File: config.mk
export PLATFORM = sky130hd
export DESIGN_NAME = adc_ltc2308_sequencer
export DESIGN_NICKNAME = d
export VERILOG_FILES = /design/src/rtl/adc_seq_pkg.sv /design/src/rtl/adc_seq_spi_shifter.sv /design/src/rtl/adc_ltc2308_sequencer.sv
export SDC_FILE = /design/constraint.sdc
export NUM_CORES = 1
export LEC_CHECK = 0
export CORE_MARGIN = 2
export CORE_UTILIZATION = 49
export CTS_CLUSTER_SIZE = 10
export DETAILED_ROUTE_END_ITERATION = 7
export MAX_ROUTING_LAYER = met4
export PLACE_DENSITY_LB_ADDON = 0.2
export SLEW_MARGIN = 20
export SYNTH_ARGS = -nofsm -noshare
export SYNTH_HDL_FRONTEND = slang
export SYNTH_HIERARCHICAL = 1
export SYNTH_SLANG_ARGS = --single-unit
File: constraint.sdc
create_clock -name clk -period 8.6 [get_ports clk]
set_clock_uncertainty 0.05 [all_clocks]
set_input_delay 2.58 -clock clk [delete_from_list [all_inputs] [get_ports clk]]
set_output_delay 2.58 -clock clk [all_outputs]
set_load 0.02 [all_outputs]
File: src/rtl/adc_seq_pkg.sv
// adc_seq_pkg: shared FSM states, SDI config-word fields and frame constants (ADC_SEQ_AVG4_EN selects 4-frame averaging)
package adc_seq_pkg;
  typedef enum logic [2:0] {IDLE, CONVST, CONV_WAIT, SHIFT, GAP} state_t;
  localparam logic SD_BIT = 1'b1;
  localparam logic UNI_BIT = 1'b1;
  localparam logic SLP_BIT = 1'b0;
  localparam int FRAME_BITS = 12;
`ifdef ADC_SEQ_AVG4_EN
  localparam int AVG_REPS = 4;
`else
  localparam int AVG_REPS = 1;
`endif
  // MSB is the first bit onto SDI
  function automatic logic [5:0] cfg_word(input logic [2:0] ch);
    return {SD_BIT, ch[0], ch[2], ch[1], UNI_BIT, SLP_BIT};
  endfunction
endpackage

File: src/rtl/adc_seq_spi_shifter.sv
// adc_seq_spi_shifter: SCK divider with 12-bit SDI/SDO shift, go/done handshake
module adc_seq_spi_shifter
  import adc_seq_pkg::*;
#(
  parameter int CLK_DIV = 4
) (
  input  logic        clk,
  input  logic        reset,
  input  logic        go,
  input  logic [5:0]  cfg,
  input  logic        dout,
  output logic        sclk,
  output logic        din,
  output logic        done,
  output logic [11:0] data
);
  logic        active;
  logic [7:0]  div;
  logic [3:0]  bit_cnt;
  logic [11:0] tx;
  logic        tick;
  assign tick = active && div == 8'(CLK_DIV - 1);
  assign done = tick && sclk && bit_cnt == 4'(FRAME_BITS - 1);
  assign din = tx[11];
  always_ff @(posedge clk or posedge reset)
    if (reset) begin
      active <= 1'b0;
      sclk <= 1'b0;
      div <= '0;
      bit_cnt <= '0;
      tx <= '0;
      data <= '0;
    end else if (go) begin
      active <= 1'b1;
      sclk <= 1'b0;
      div <= '0;
      bit_cnt <= '0;
      tx <= {cfg, 6'b0};
    end else if (active) begin
      div <= tick ? 8'd0 : div + 8'd1;
      // SDO is sampled and SDI advanced on the edge that drops SCK
      if (tick) begin
        sclk <= ~sclk;
        if (sclk) begin
          data <= {data[10:0], dout};
          tx <= {tx[10:0], 1'b0};
          bit_cnt <= bit_cnt + 4'd1;
          active <= !done;
        end
      end
    end
endmodule

File: src/rtl/adc_ltc2308_sequencer.sv
// adc_ltc2308_sequencer: LTC2308 channel scanner with result strobe and result file (ADC_SEQ_AVG4_EN: 4-sample averaging)
module adc_ltc2308_sequencer
  import adc_seq_pkg::*;
#(
  parameter int CLK_DIV = 4,
  parameter int CONV_CYCLES = 170,
  parameter int CONVST_HI = 4,
  parameter int GAP_CYCLES = 4
) (
  input  logic        clk,
  input  logic        reset,
  input  logic        start,
  input  logic        auto_run,
  input  logic [7:0]  ch_mask,
  output logic        busy,
  output logic        result_valid,
  output logic [2:0]  result_ch,
  output logic [11:0] result_data,
  output logic        sweep_done,
  input  logic [2:0]  rd_ch,
  output logic [11:0] rd_data,
  output logic        adc_cs_n,
  output logic        adc_sclk,
  output logic        adc_din,
  input  logic        adc_dout
);
  localparam logic [1:0] LAST_REP = 2'(AVG_REPS - 1);
  // next set bit above cur, wrapping to the lowest set bit
  function automatic logic [2:0] next_ch(input logic [2:0] cur, input logic [7:0] m);
    logic [2:0] r;
    r = cur;
    for (int i = 7; i >= 0; i--) if (m[i]) r = 3'(i);
    for (int i = 7; i >= 0; i--) if (m[i] && i > int'(cur)) r = 3'(i);
    return r;
  endfunction
  state_t      state, state_n;
  logic [15:0] cnt;
  logic        go, done, prime, swept, gap0, gap_end, last_ch;
  logic [2:0]  cfg_ch, res_ch;
  logic [1:0]  cfg_rep, res_rep;
  logic [11:0] rx;
  logic [11:0] file_q [8];
  adc_seq_spi_shifter #(.CLK_DIV(CLK_DIV)) u_spi (
    .clk(clk), .reset(reset), .go(go), .cfg(cfg_word(cfg_ch)), .dout(adc_dout),
    .sclk(adc_sclk), .din(adc_din), .done(done), .data(rx)
  );
  assign busy = state != IDLE;
  assign adc_cs_n = state == CONVST;
  assign gap0 = state == GAP && cnt == 16'd0;
  assign gap_end = state == GAP && cnt == 16'(GAP_CYCLES - 1);
  assign last_ch = next_ch(res_ch, ch_mask) <= res_ch;
  assign result_valid = gap0 && !prime && res_rep == LAST_REP;
  assign sweep_done = result_valid && last_ch;
  assign result_ch = res_ch;
  assign rd_data = file_q[rd_ch];
`ifdef ADC_SEQ_AVG4_EN
  logic [13:0] sum_q, sum_n;
  assign sum_n = (res_rep == 2'd0 ? 14'd0 : sum_q) + 14'(rx);
  assign result_data = sum_n[13:2];
  always_ff @(posedge clk or posedge reset)
    if (reset) sum_q <= '0;
    else if (gap0 && !prime) sum_q <= sum_n;
`else
  assign result_data = rx;
`endif
  always_comb begin
    state_n = state;
    go = 1'b0;
    case (state)
      IDLE:      if ((start || auto_run) && |ch_mask) state_n = CONVST;
      CONVST:    if (cnt == 16'(CONVST_HI - 1)) state_n = CONV_WAIT;
      CONV_WAIT: if (cnt == 16'(CONV_CYCLES - 1)) begin
        go = 1'b1;
        state_n = SHIFT;
      end
      SHIFT:     if (done) state_n = GAP;
      GAP:       if (gap_end) state_n = (ch_mask == 8'd0 || (swept && !auto_run)) ? IDLE : CONVST;
      default:   state_n = IDLE;
    endcase
  end
  always_ff @(posedge clk or posedge reset)
    if (reset) begin
      state <= IDLE;
      cnt <= '0;
      prime <= 1'b1;
      swept <= 1'b0;
      cfg_ch <= '0;
      res_ch <= '0;
      cfg_rep <= '0;
      res_rep <= '0;
      file_q <= '{default: '0};
    end else begin
      state <= state_n;
      cnt <= state_n != state ? 16'd0 : cnt + 16'd1;
      if (state == IDLE && state_n == CONVST) begin
        cfg_ch <= next_ch(3'd7, ch_mask);
        cfg_rep <= '0;
        prime <= 1'b1;
      end
      if (gap0) swept <= sweep_done;
      if (result_valid) file_q[res_ch] <= result_data;
      // config shifted this frame becomes the channel read back next frame
      if (gap_end) begin
        prime <= 1'b0;
        res_ch <= cfg_ch;
        res_rep <= cfg_rep;
        cfg_rep <= cfg_rep == LAST_REP ? 2'd0 : cfg_rep + 2'd1;
        if (cfg_rep == LAST_REP) cfg_ch <= next_ch(cfg_ch, ch_mask);
      end
    end
endmodule
======== Yosys cells after proc, flatten, opt, wreduce, memory -nomap -nowiden ========
Index checks and enable logic that the tools add are counted.
Widths: inputs -> output; s select.
storage, ports and cells
  word-level logic and storage cells ...... 183
  output and inout bits ................... 33
  bits of input ports ..................... 16
  register bits ........................... 165
cells by class
  multiplexer cells ....................... 79
  order comparisons ....................... 18
  equality and inequality tests ........... 11
  reduce and logical (&&, ||, !) cells .... 45
  bitwise gates (word level) .............. 4
  add/sub/neg operators ................... 4
operator list
  kind                   count
  $mux 3                 44
  $bwmux 96              1
  $mux 12                7
  $bmux 12 s3            1
  $demux 12 s3           1
  $logic_and 1x1->1      26
  $gt 3x3->1 const A     8
  $mux 8                 3
  $ne 17x10->1 const B   1
  $add 16x1->16 const B  1
  $eq 16x2->1 const B    1
  $eq 16x8->1 const B    1
  $logic_not 16->1       1
  $mux 16                1
  $mux 4                 4
  $pmux 3 s5             1
  $mux 1                 13
  $gt 2x3->1 const A     4
  $add 8x1->8 const B    1
  $eq 8x2->1 const B     1
  $ge 4x4->1 const B     2
  $logic_not 8->1        1
  $not 3->4              2
  $reduce_bool 2->1      4
  other kinds (21)       31

======== Longest topological paths before layout ========
Gate-level depths: netlist of the first run.
  depth in word-level cells ............... 17
  depth in mapped cells ................... 12
  depth with buffers taken out ............ 11

======== Hierarchy ========
The synthesis of the first run kept the hierarchy.
by module, submodules not included
  module                 seq. area each (µm²)  area each (µm²)  instances  cells an instance
  adc_ltc2308_sequencer  3179.3                6473.7           1          515
  adc_seq_spi_shifter    800.8                 1584.0           1          141

======== Least setup slack after synthesis of the first run ========
Ideal clock, no wire load.
  kind .................................... input-to-output
  from .................................... input port ch_mask[5]
  to ...................................... output port sweep_done
  cell stages on the path ................. 11
  buffers on the path ..................... 1
  slack ................................... 1.504 ns
  required time ........................... 5.970 ns
  arrival time ............................ 4.466 ns
  cell sequence ........................... clkbuf_1 nor2_1 o31ai_1 o21ai_0 a21oi_1 a31oi_1 ha_1 a21o_1 a21oi_1 a31oi_1 nor2b_1
between the ends
  longest elaborated chain between the ends .. 15
  elaborated cells between the ends (all ways) .. 16
  those cells by class .................... order compare: 1; mux: 13; reduce/logical: 2
ends and longest elaborated chain
  element                RTL line                     RTL
  start: declaration     adc_ltc2308_sequencer.sv:14  input logic [7:0] ch_mask,
  $mux 3 (6 in a row)    adc_ltc2308_sequencer.sv:32  for (int i = 7; i >= 0; i--) if (m[i]) r = 3'(i);
  $mux 3 (2 in a row)    adc_ltc2308_sequencer.sv:33  for (int i = 7; i >= 0; i--) if (m[i] && i > int'(cur)) r = 3'(i);
  $mux 3 * (5 in a row)  adc_ltc2308_sequencer.sv:33
  $le 3x3->1 *           adc_ltc2308_sequencer.sv:51  assign last_ch = next_ch(res_ch, ch_mask) <= res_ch;
  $logic_and 1x1->1 *    adc_ltc2308_sequencer.sv:53  assign sweep_done = result_valid && last_ch;
  end: declaration       adc_ltc2308_sequencer.sv:19  output logic sweep_done,
Mark *: on every way between the ends. The rest lies on a longest branch, timed or not.

======== Final worst setup path of the first run ========
  from .................................... input port ch_mask[3]
  to ...................................... output port sweep_done
between the ends
  longest elaborated chain between the ends .. 13
  elaborated cells between the ends (all ways) .. 14
  those cells by class .................... order compare: 1; mux: 11; reduce/logical: 2
ends and longest elaborated chain
  element                RTL line
  $mux 3 (4 in a row)    adc_ltc2308_sequencer.sv:32
  $mux 3 (4 in a row)    adc_ltc2308_sequencer.sv:33
  $mux 3 * (3 in a row)  adc_ltc2308_sequencer.sv:33
  $le 3x3->1 *           adc_ltc2308_sequencer.sv:51
  $logic_and 1x1->1 *    adc_ltc2308_sequencer.sv:53
Marks and branches as above.

==> summary by stage, run 1 <==
Floorplan
The core region is 16000 um^2. After floorplanning, the core was divided into 46 placement rows. a little under 50 I/O pins were placed.

Measured along the x axis, the die boundary spans 132 um. Once the floorplan was initialized, standard cells occupied 50.4% of the core. The die height is 132 um.

The floorplan die area is 17500 um^2.

Synthesis
By area the synthesized netlist is led by sky130_fd_sc_hd__dfrtp_1 (49%), sky130_fd_sc_hd__mux2_2 (16%), sky130_fd_sc_hd__mux4_2 (6.7%). The warning count from the yosys run is 6. After technology mapping, the gate count stands at 656. The area of the mapped netlist is 8060 um^2. The simple-gate area share of the yosys netlist is 11.4%.

Of the post-synthesis cell area, the part taken by muxes is 24.9%. By area, the combinational part of the netlist is dominated by multiplexers. The adder and majority cell fraction of the synthesized area is roughly 1.6%.

Ranked by instance count, the synthesized netlist is headed by sky130_fd_sc_hd__dfrtp_1 (158), sky130_fd_sc_hd__mux2_2 (117), sky130_fd_sc_hd__nor2_1 (42), sky130_fd_sc_hd__nand2_1 (26), sky130_fd_sc_hd__mux4_2 (24). The complex-gate fraction of the synthesized area is 7.56%. The synthesized netlist devotes 1.85% of its cell area to XOR and XNOR gates.

The number of synthesized flops with an enable pin is 0. After synthesis, the mean cell area works out to 12.3 um^2. The post-synthesis sequential element count is 159. The sequential share of the synthesized area is 49.4%. For this run, asynchronously set or reset flops after synthesis account for 100%. Synthesis instantiated between 60 and 70 different standard cells from the library. Among all flip-flop cells after synthesis, the most frequent one is sky130_fd_sc_hd__dfrtp_1. The top cell type by area accounts for approximately half of the synthesized area. The most instantiated library cell after synthesis is sky130_fd_sc_hd__dfrtp_1. The most area-hungry cell type in the Yosys netlist is sky130_fd_sc_hd__dfrtp_1.

Critical path
The worst setup path is captured at an output pin. Along the worst path, the maximum fanout reaches 8. In this design, the stage delay of the slowest critical-path cell is 0.61 ns. The setup slack on the worst flop-to-flop path is 5.26 ns. STA classifies the critical path startpoint as a primary input. For the worst setup path, the data required time is 5.97 ns.

Traced cell by cell, the critical path runs through clkdlybuf4s50_1, nor2_1, nor4b_1, o21ai_0, a21oi_1, a31oi_1, ha_1, a21o_1, a21oi_1, a31oi_1, nor2b_1, clkdlybuf4s50_1. The start-to-end type of the worst setup path is primary input to output pin. The signal arrival time at the worst endpoint is roughly 5.5 ns. The cell with the largest stage delay on the worst path is sky130_fd_sc_hd__clkdlybuf4s50_1.

Outcome
The run finished with clean final reports.

Power and ir drop
The total power divided by cell area is 169 nW/um^2. The leakage component of the power is 4.30 nW. The cell-internal power is approximately 0.0012 W. The switching fraction of total power is 21.8%. The switching power of the nets is 0.000344 W. In this run, the clock network consumes 49.0% of the power. Of the total power, registers draw 47.5%. Combinational logic burns 3.4% of the power. Summing internal, switching and leakage power gives 0.00158 W. VDD sags by at most around 0.00015 V.

Clocking
The clock insertion delay at the later pin of the skew report is 0.42 ns. The number of buffers inserted to repair setup after CTS is 0. The clock tree from TritonCTS is yes.

The maximum number of buffers from clock root to sink is 2. The number of hold buffers added after CTS is 0. The clock edge transition at the registers on the reported setup and hold paths is ~0.060 ns. CTS built an H-tree with a depth of 4. The total clock buffers created by CTS is 17. The root cell of the clock tree is sky130_fd_sc_hd__clkbuf_16.

The clock sink count is approximately 160. Gates resized during post-CTS repair numbered 0.

Global routing
Entering global routing, the biggest net connects 81 pins. The global-route wire length before repair is 29300 um. The number of global-route vias before repair was 5541.

The initial antenna violation count was 0. In the global route stage, overall resource usage came out at 22.0%. After global routing the overflow that remains totals 0.

Drt
The violation count after the first detailed-routing iteration is 261. Dividing the detail-routed via count by the number of cells gives 5.83. Dividing the detail-routed wire length by the instance count gives around 19 um. The count of TritonRoute iterations in the first routing pass is 4. The detailed router placed 5386 vias in this run. In this run the remaining antenna-violating nets after routing total 0. In the routed design, unresolved DRC markers number 0.

For this block, the routed nets add up to 17700 um of wire.

Cells and area
The area growth from synthesis to layout is 15.8%. In the final layout, flip-flops and latches occupy 3980 um^2. The filler cell count in the final layout is 1360. The finished layout cell area is 9330 um^2.

In the final layout, the multi-input gates occupy 3850 um^2. The final net count is 722. Cells with a size suffix above 1 make up 29.1% of the layout. 0 antenna diodes ended up in the layout.

STA
The number of hold-slack violations in the final timing report is 0. The slew at the pin closest to its max-slew limit is 1.02 ns. The highest clock frequency the design can meet is 0.124 GHz. The worst slew margin relative to its limit is 31.9%.

The setup slack after layout is 0.515 ns. In the finished design, the share of the clock period the worst path needs comes to around 94%. The number of pins with negative max-slew slack in the final report is 0. Setup violations remaining at the end of the flow were counted as 0.

For the final routed database, the setup TNS stands at 0 ns. Setup repair after global routing left no endpoint under its margin. The final period demand of the worst path is 8.09 ns.

Place
The final estimated routing congestion in global placement is 0.850. The wire-length estimate of the detail-placed layout is ~11000 um. The placed instance area is 8710 um^2. Input and output buffers added on the ports amount to 48.

The setup slack after placement is 0.549 ns.

Worst hold path
The worst min-delay path class is flop to flop.

Job
Across the run, the number of max-cap violations was 0.
[per-layer routing]
layer	GRT usage [%]	vias to the layer above	share of wire, %	routed length (um)
li1	-	2501	-	-
met1	29.1	2787	47	8270
met2	35.0	81	49	8660
met3	4.27	17	3.2	562
met4	6.51	0	1.2	210
met5	-	-	0	0
[state kept, by name (all words and copies together) (netlist names), 3 cells and up]
signal	cells
cfg_ch	3
u_spi/data	12
u_spi/tx	6
u_spi/div	8
cnt	16
state	3
u_spi/bit_cnt	4
file_q	96
result_ch	3
[area by class of cell]
class                      count  area share [%]
timing repair buffer          57            5.90
clock buffer                  19            4.75
tap                          216            2.90
inverter                      20           0.832
sequential                   159            42.7
clock inverter                12            1.70
multi-input combinational    441            41.3
[layout by cell type (no fill, tap or decap), drive strengths merged, types with 3 or more instances in the layout]
| cell | netlist | routed |
|---|---|---|
| a21boi | 3 | 3 |
| a21o | 5 | 5 |
| a21oi | 23 | 23 |
| a22oi | 3 | 3 |
| a31oi | 4 | 4 |
| a41oi | 5 | 5 |
| and3 | 8 | 8 |
| and4 | 4 | 4 |
| buf | 17 | 10 |
| bufinv | 0 | 3 |
| clkbuf | 20 | 19 |
| clkdlybuf4s50 | 0 | 47 |
| clkinv | 3 | 8 |
| conb | 2 | 3 |
| dfrtp | 158 | 158 |
| ha | 10 | 10 |
| inv | 17 | 20 |
| mux2 | 127 | 127 |
| mux4 | 24 | 24 |
| nand2 | 26 | 26 |
| nand2b | 9 | 9 |
| nand3 | 18 | 18 |
| nand4 | 8 | 8 |
| nor2 | 42 | 42 |
| nor2b | 12 | 12 |
| nor3 | 12 | 12 |
| nor3b | 3 | 3 |
| nor4 | 9 | 9 |
| nor4b | 4 | 4 |
| o211ai | 3 | 3 |
| o21ai | 22 | 22 |
| o31ai | 8 | 8 |
| or4 | 5 | 5 |
| xnor2 | 6 | 6 |
| xor2 | 11 | 11 |
[final timing paths]
path / from / to / cells past startpoint
max in group asynchronous: reset / swept / 3
setup / recovery: ch_mask[3] / sweep_done / 12
min in group asynchronous: reset / file_q[76] / 2
setup reg to reg: cnt[9] / file_q[57] / 5
hold / removal: file_q[65] / file_q[65] / 1
hold reg to reg: file_q[65] / file_q[65] / 1
[critical path: cells and delay by family]
kind                     cells  cell delay [ns]
AO/OA/AOI/OAI                6             0.69
AND/OR/NAND/NOR              3             0.71
adder cells (fa/ha/maj)      1             0.31
buffers and inverters        2             1.16
[power by group through the flow]
| stage | Clock, W | Sequential, W | Combinational [W] |
|---|---|---|---|
| 2_1_floorplan | 0 | 0.000763 | 0.0000345 |
| 3_3_place_gp | 0 | 0.000764 | 0.0000548 |
| 3_5_place_dp | 0 | 0.000764 | 0.0000551 |
| 4_1_cts | 0.000786 | 0.000750 | 0.0000554 |
| 5_1_grt | 0.000820 | 0.000750 | 0.0000608 |
| 6_report | 0.000774 | 0.000750 | 0.0000541 |
[metrics by stage]
| stage | cells | util (%) | hold slack (ns) |
|---|---|---|---|
| 6_report | 924 | 58.3 | 0.449 |
| 5_1_grt | 924 | 58.3 | 0.466 |
| 4_1_cts | 924 | 58.2 | 0.452 |
| 3_5_place_dp | 893 | 54.4 | 0.438 |
| 3_3_place_gp | 892 | 54.4 | 0.431 |
| 2_1_floorplan | 657 | - | 0.424 |
[cells by family (layout without fill, tap and decap cells)]
| family | count (synthesis) | in the layout |
|---|---|---|
| xor+xnor | 17 | 17 |
| compound gates | 93 | 93 |
| buf+inv | 57 | 108 |
| simple gates | 167 | 167 |
| fa+ha+maj | 10 | 10 |
| flops | 159 | 159 |
| other cells | 2 | 3 |
| mux | 151 | 151 |
No activity file was read; power rests on OpenSTA's default activity.
==> run 2, diff against run 1 <==
--- a/config.mk
+++ b/config.mk
@@ -5,6 +5,7 @@
 export SDC_FILE = /design/constraint.sdc
 export NUM_CORES = 1
 export LEC_CHECK = 0
+export ABC_AREA = 1
 export CORE_MARGIN = 2
 export CORE_UTILIZATION = 49
 export CTS_CLUSTER_SIZE = 10
==> run 2 against run 1 <==
Net effect:
- first-iteration DRC count rose by 77%
- sequential share of layout area shrank 0.92 points
- sequential power hardly changed
- setup slack gained 0.091 ns
- critical path type unchanged
==> summary by stage, run 2 <==
Clocking
The H-tree generated during clock tree synthesis spans 4 levels. In this run the post-CTS setup repair buffer count came out at 0. Gates resized during post-CTS repair numbered 0. The clock insertion delay at the later pin of the skew report is 0.43 ns. TritonCTS built the clock tree. The root buffer cell chosen for the clock tree is sky130_fd_sc_hd__clkbuf_16. The tree built by TritonCTS fans out to 159 sinks. Buffers inserted to repair hold after CTS numbered 0. The maximum number of buffers from clock root to sink is 2. After clock tree synthesis, the clock-pin slew on the worst setup and hold paths is 0.07 ns. The total clock buffers created by CTS is 17.

Worst hold path
For hold timing, the worst endpoint is swept. The startpoint of the lowest-slack hold path is swept. The worst hold path depth is 1. The worst min-delay path class is flop to flop.

Floorplan
The floorplan die width is 135 um. In this run the vertical extent of the chip is about 140 um. The region available for standard cell placement spans 17100 um^2. The starting density of the core is 49.5%.

For this design the top-level I/O count stands at 49. The number of rows in the core area is 48. The floorplan die area is 18300 um^2.

STA
The setup slack after layout is 0.605 ns. Summed over all failing endpoints, the final setup total negative slack is 0 ns. The number of hold-slack violations in the final timing report is 0. The routed design could run at a clock period as short as 7.99 ns. Headroom to the max-slew limit came out at 40.3%.

The number of pins with negative max-slew slack in the final report came to 0. The count of final setup violators is 0. Derived from the worst setup path, the maximum achievable clock frequency is ~0.13 GHz. Hold is met by 0.428 ns.

Dividing the final minimum period by the clock period gives 93.0%. For the pin with the worst max-slew slack, the measured transition is 0.893 ns. Setup repair after global routing left no endpoint under its margin.

Synthesis
After synthesis, the most frequently instantiated cells are sky130_fd_sc_hd__nand2_1 (266), sky130_fd_sc_hd__dfrtp_1 (158), sky130_fd_sc_hd__inv_1 (127), sky130_fd_sc_hd__nor2_1 (85), sky130_fd_sc_hd__o21ai_0 (73). The synthesized netlist devotes ~1.5% of its cell area to adder and majority cells. Summing the areas of all compound-gate instances in the mapped netlist gives 14.3% of the synthesized area.

The simple-gate area share of the yosys netlist is 24.9%. In this run, synthesis produced a sequential element count of between 150 and 200. After synthesis, the share of cell area in mux cells is under 10%. Each instance of the synthesized netlist takes up on average 8.07 um^2.

The xor/xnor share of the synthesized area is 1.24%. Among all cell types in the netlist, the one instantiated most often is sky130_fd_sc_hd__nand2_1. By area the synthesized netlist is led by sky130_fd_sc_hd__dfrtp_1 (47%), sky130_fd_sc_hd__nand2_1 (12%), sky130_fd_sc_hd__inv_1 (5.6%). The area of the mapped netlist is 8450 um^2.

The share of flip-flops with an asynchronous set or reset is 100%. Summed over its instances, the top area cell type makes up a little under half of the synthesized netlist area. For this run, the number of Yosys warnings is 6. For this run, the leading register cell type out of synthesis is sky130_fd_sc_hd__dfrtp_1. The sequential share of the synthesized area is 47.1%. By area, the combinational part of the netlist is dominated by simple AND/OR/NAND/NOR gates. The synthesized design contains 0 enable-type register cells. The number of distinct library cells after synthesis is 43. Of all cell types, the one taking the most synthesized area is sky130_fd_sc_hd__dfrtp_1. The instance count of the mapped netlist is 1047.

Cells and area
The synthesis-to-layout area growth is 12.9%. The share of post-route cells with drive strength above 1 is 10.1%. The multi-input combinational cells in the finished layout cover a total of 3680 um^2. The filler cell count in the final layout is between 1500 and 2000. Registers take 3980 um^2.

file_q holds more flip-flops than any other register. After routing the design area is 9530 um^2. The flip-flop count of the largest register, all copies and words added is 96.

The final layout contains 1104 nets. The number of antenna diodes is 0. The count of non-filler cells in the finished layout is 1316. Leaving out fill and tap cells, the most frequent cells in the layout are sky130_fd_sc_hd__nand2_1 (266), sky130_fd_sc_hd__dfrtp_1 (158), sky130_fd_sc_hd__inv_1 (126). Leaving out fill and tap cells, the most frequent cell in the layout is sky130_fd_sc_hd__nand2_1. In the final layout, the registers with the most flip-flops are file_q: 96 flops, cnt: 16 flops, u_spi/data: 12 flops.

Place
The final HPWL from detailed placement is 12800 um. Prior to clock tree synthesis, the placed netlist has a worst setup slack of 0.601 ns. The placed instances occupy a cell area of 8980 um^2. The final estimated routing congestion in global placement is 0.885. The number of placed instances with taps included is 1284. The count of input and output buffers is 48.

Critical path
The most critical setup path has its startpoint at ch_mask[1]. STA classifies the critical path startpoint as a primary input. STA puts the critical path data required time at just under 6 ns. STA classifies the critical path endpoint as an output pin. The setup slack on the worst flop-to-flop path is around 5.9 ns. The signal arrival time at the worst endpoint is 5.36 ns. The startpoint identified for the worst register-to-register timing path is u_spi/div[1]. The setup path with the least slack is of type primary input to output pin. The cell depth of the worst flop-to-flop path is 11. The terminus of the critical flop-to-flop path is cnt[4]. In this run the worst path has a maximum fanout of 4.

Power and ir drop
Across the VDD grid, the largest voltage drop is 0.000155 V. For this design the ratio of total power to cell area is approximately 160 nW/um^2. The leakage component of the power is 4.83 nW.

Drt
After detailed routing, the number of remaining DRC violations is 0. The violation count after the first detailed-routing iteration is 462. Before antenna repair, the detailed router went through 5 iterations. The routed design has 19100 um of wire.

The number of antenna-violating nets in the routed design is 0. The detail-routed net length per standard cell is 14.5 um. The routed via count divided by cell count is 5.19.

Detailed routing inserted a total of 6824 vias.

Global routing
The total global routing track utilization is 22.7%. The initial antenna violation count was 0. The first global-routing pass estimated 31900 um of wire. Summed over all layers, the global routing overflow is 0. Entering global routing, the biggest net connects 80 pins. The number of global-route vias before repair came to 6418.

Outcome
The flow ran to the end, and the final reports show no timing, DRC or antenna violations.

Job
The max-cap violation count is 0.
-- run 2: layer usage --
layer,part of all wire [%],vias up,global-route usage [%]
met5,0,-,-
met4,1.6,0,6.54
met3,3.8,26,4.19
met2,47,130,35.7
met1,48,3211,30.4
li1,-,3457,-
-- run 2: logic make-up after synthesis --
kind of cell	after synthesis
other cells	2
xor+xnor	12
buf+inv	182
simple gates	460
compound gates	210
flops	159
mux	12
fa+ha+maj	10
-- run 2: worst max path at each step --
| stage | endpoint | slack (ns) | depth (start not counted) |
|---|---|---|---|
| floorplan | sweep_done | 1.70 | 10 |
| global placement | sweep_done | 0.62 | 13 |
| detailed placement | sweep_done | 0.60 | 13 |
| CTS | sweep_done | 0.58 | 13 |
| global route | sweep_done | 0.31 | 13 |
| finish | sweep_done | 0.61 | 13 |
-- run 2: layout make-up --
class	count	area share (%)
clock buffer	19	4.75
clock inverter	13	1.08
inverter	141	5.60
multi-input combinational	707	38.6
sequential	159	41.7
tap	225	2.95
timing repair buffer	52	5.30
-- run 2: stage by stage --
| stage | power, W | util, % |
|---|---|---|
| 6_report | 0.00156 | 55.9 |
| 2_1_floorplan | 0.000823 | - |
| 3_3_place_gp | 0.000860 | 52.6 |
| 4_1_cts | 0.00157 | 55.9 |
| 3_5_place_dp | 0.000859 | 52.6 |
| 5_1_grt | 0.00162 | 55.9 |
-- run 2: worst max-delay path, stage by stage --
cell and delay, ns:
sky130_fd_sc_hd__clkdlybuf4s50_1 0.54, sky130_fd_sc_hd__inv_1 0.10, sky130_fd_sc_hd__nand4_1 0.15, sky130_fd_sc_hd__inv_1 0.10
sky130_fd_sc_hd__o21ai_0 0.10, sky130_fd_sc_hd__nand3_1 0.09, sky130_fd_sc_hd__nor3_1 0.16, sky130_fd_sc_hd__nor3_1 0.07
sky130_fd_sc_hd__ha_1 0.33, sky130_fd_sc_hd__a21oi_1 0.15, sky130_fd_sc_hd__a32oi_1 0.07, sky130_fd_sc_hd__nor3_1 0.26
sky130_fd_sc_hd__clkdlybuf4s50_1 0.66
-- run 2: where the power goes --
| part | internal (W) | switching [W] |
|---|---|---|
| Clock | 0.000390 | 0.000322 |
| Combinational | 0.0000320 | 0.0000624 |
| Sequential | 0.000749 | 0.00000181 |
| Total | 0.00117 | 0.000386 |
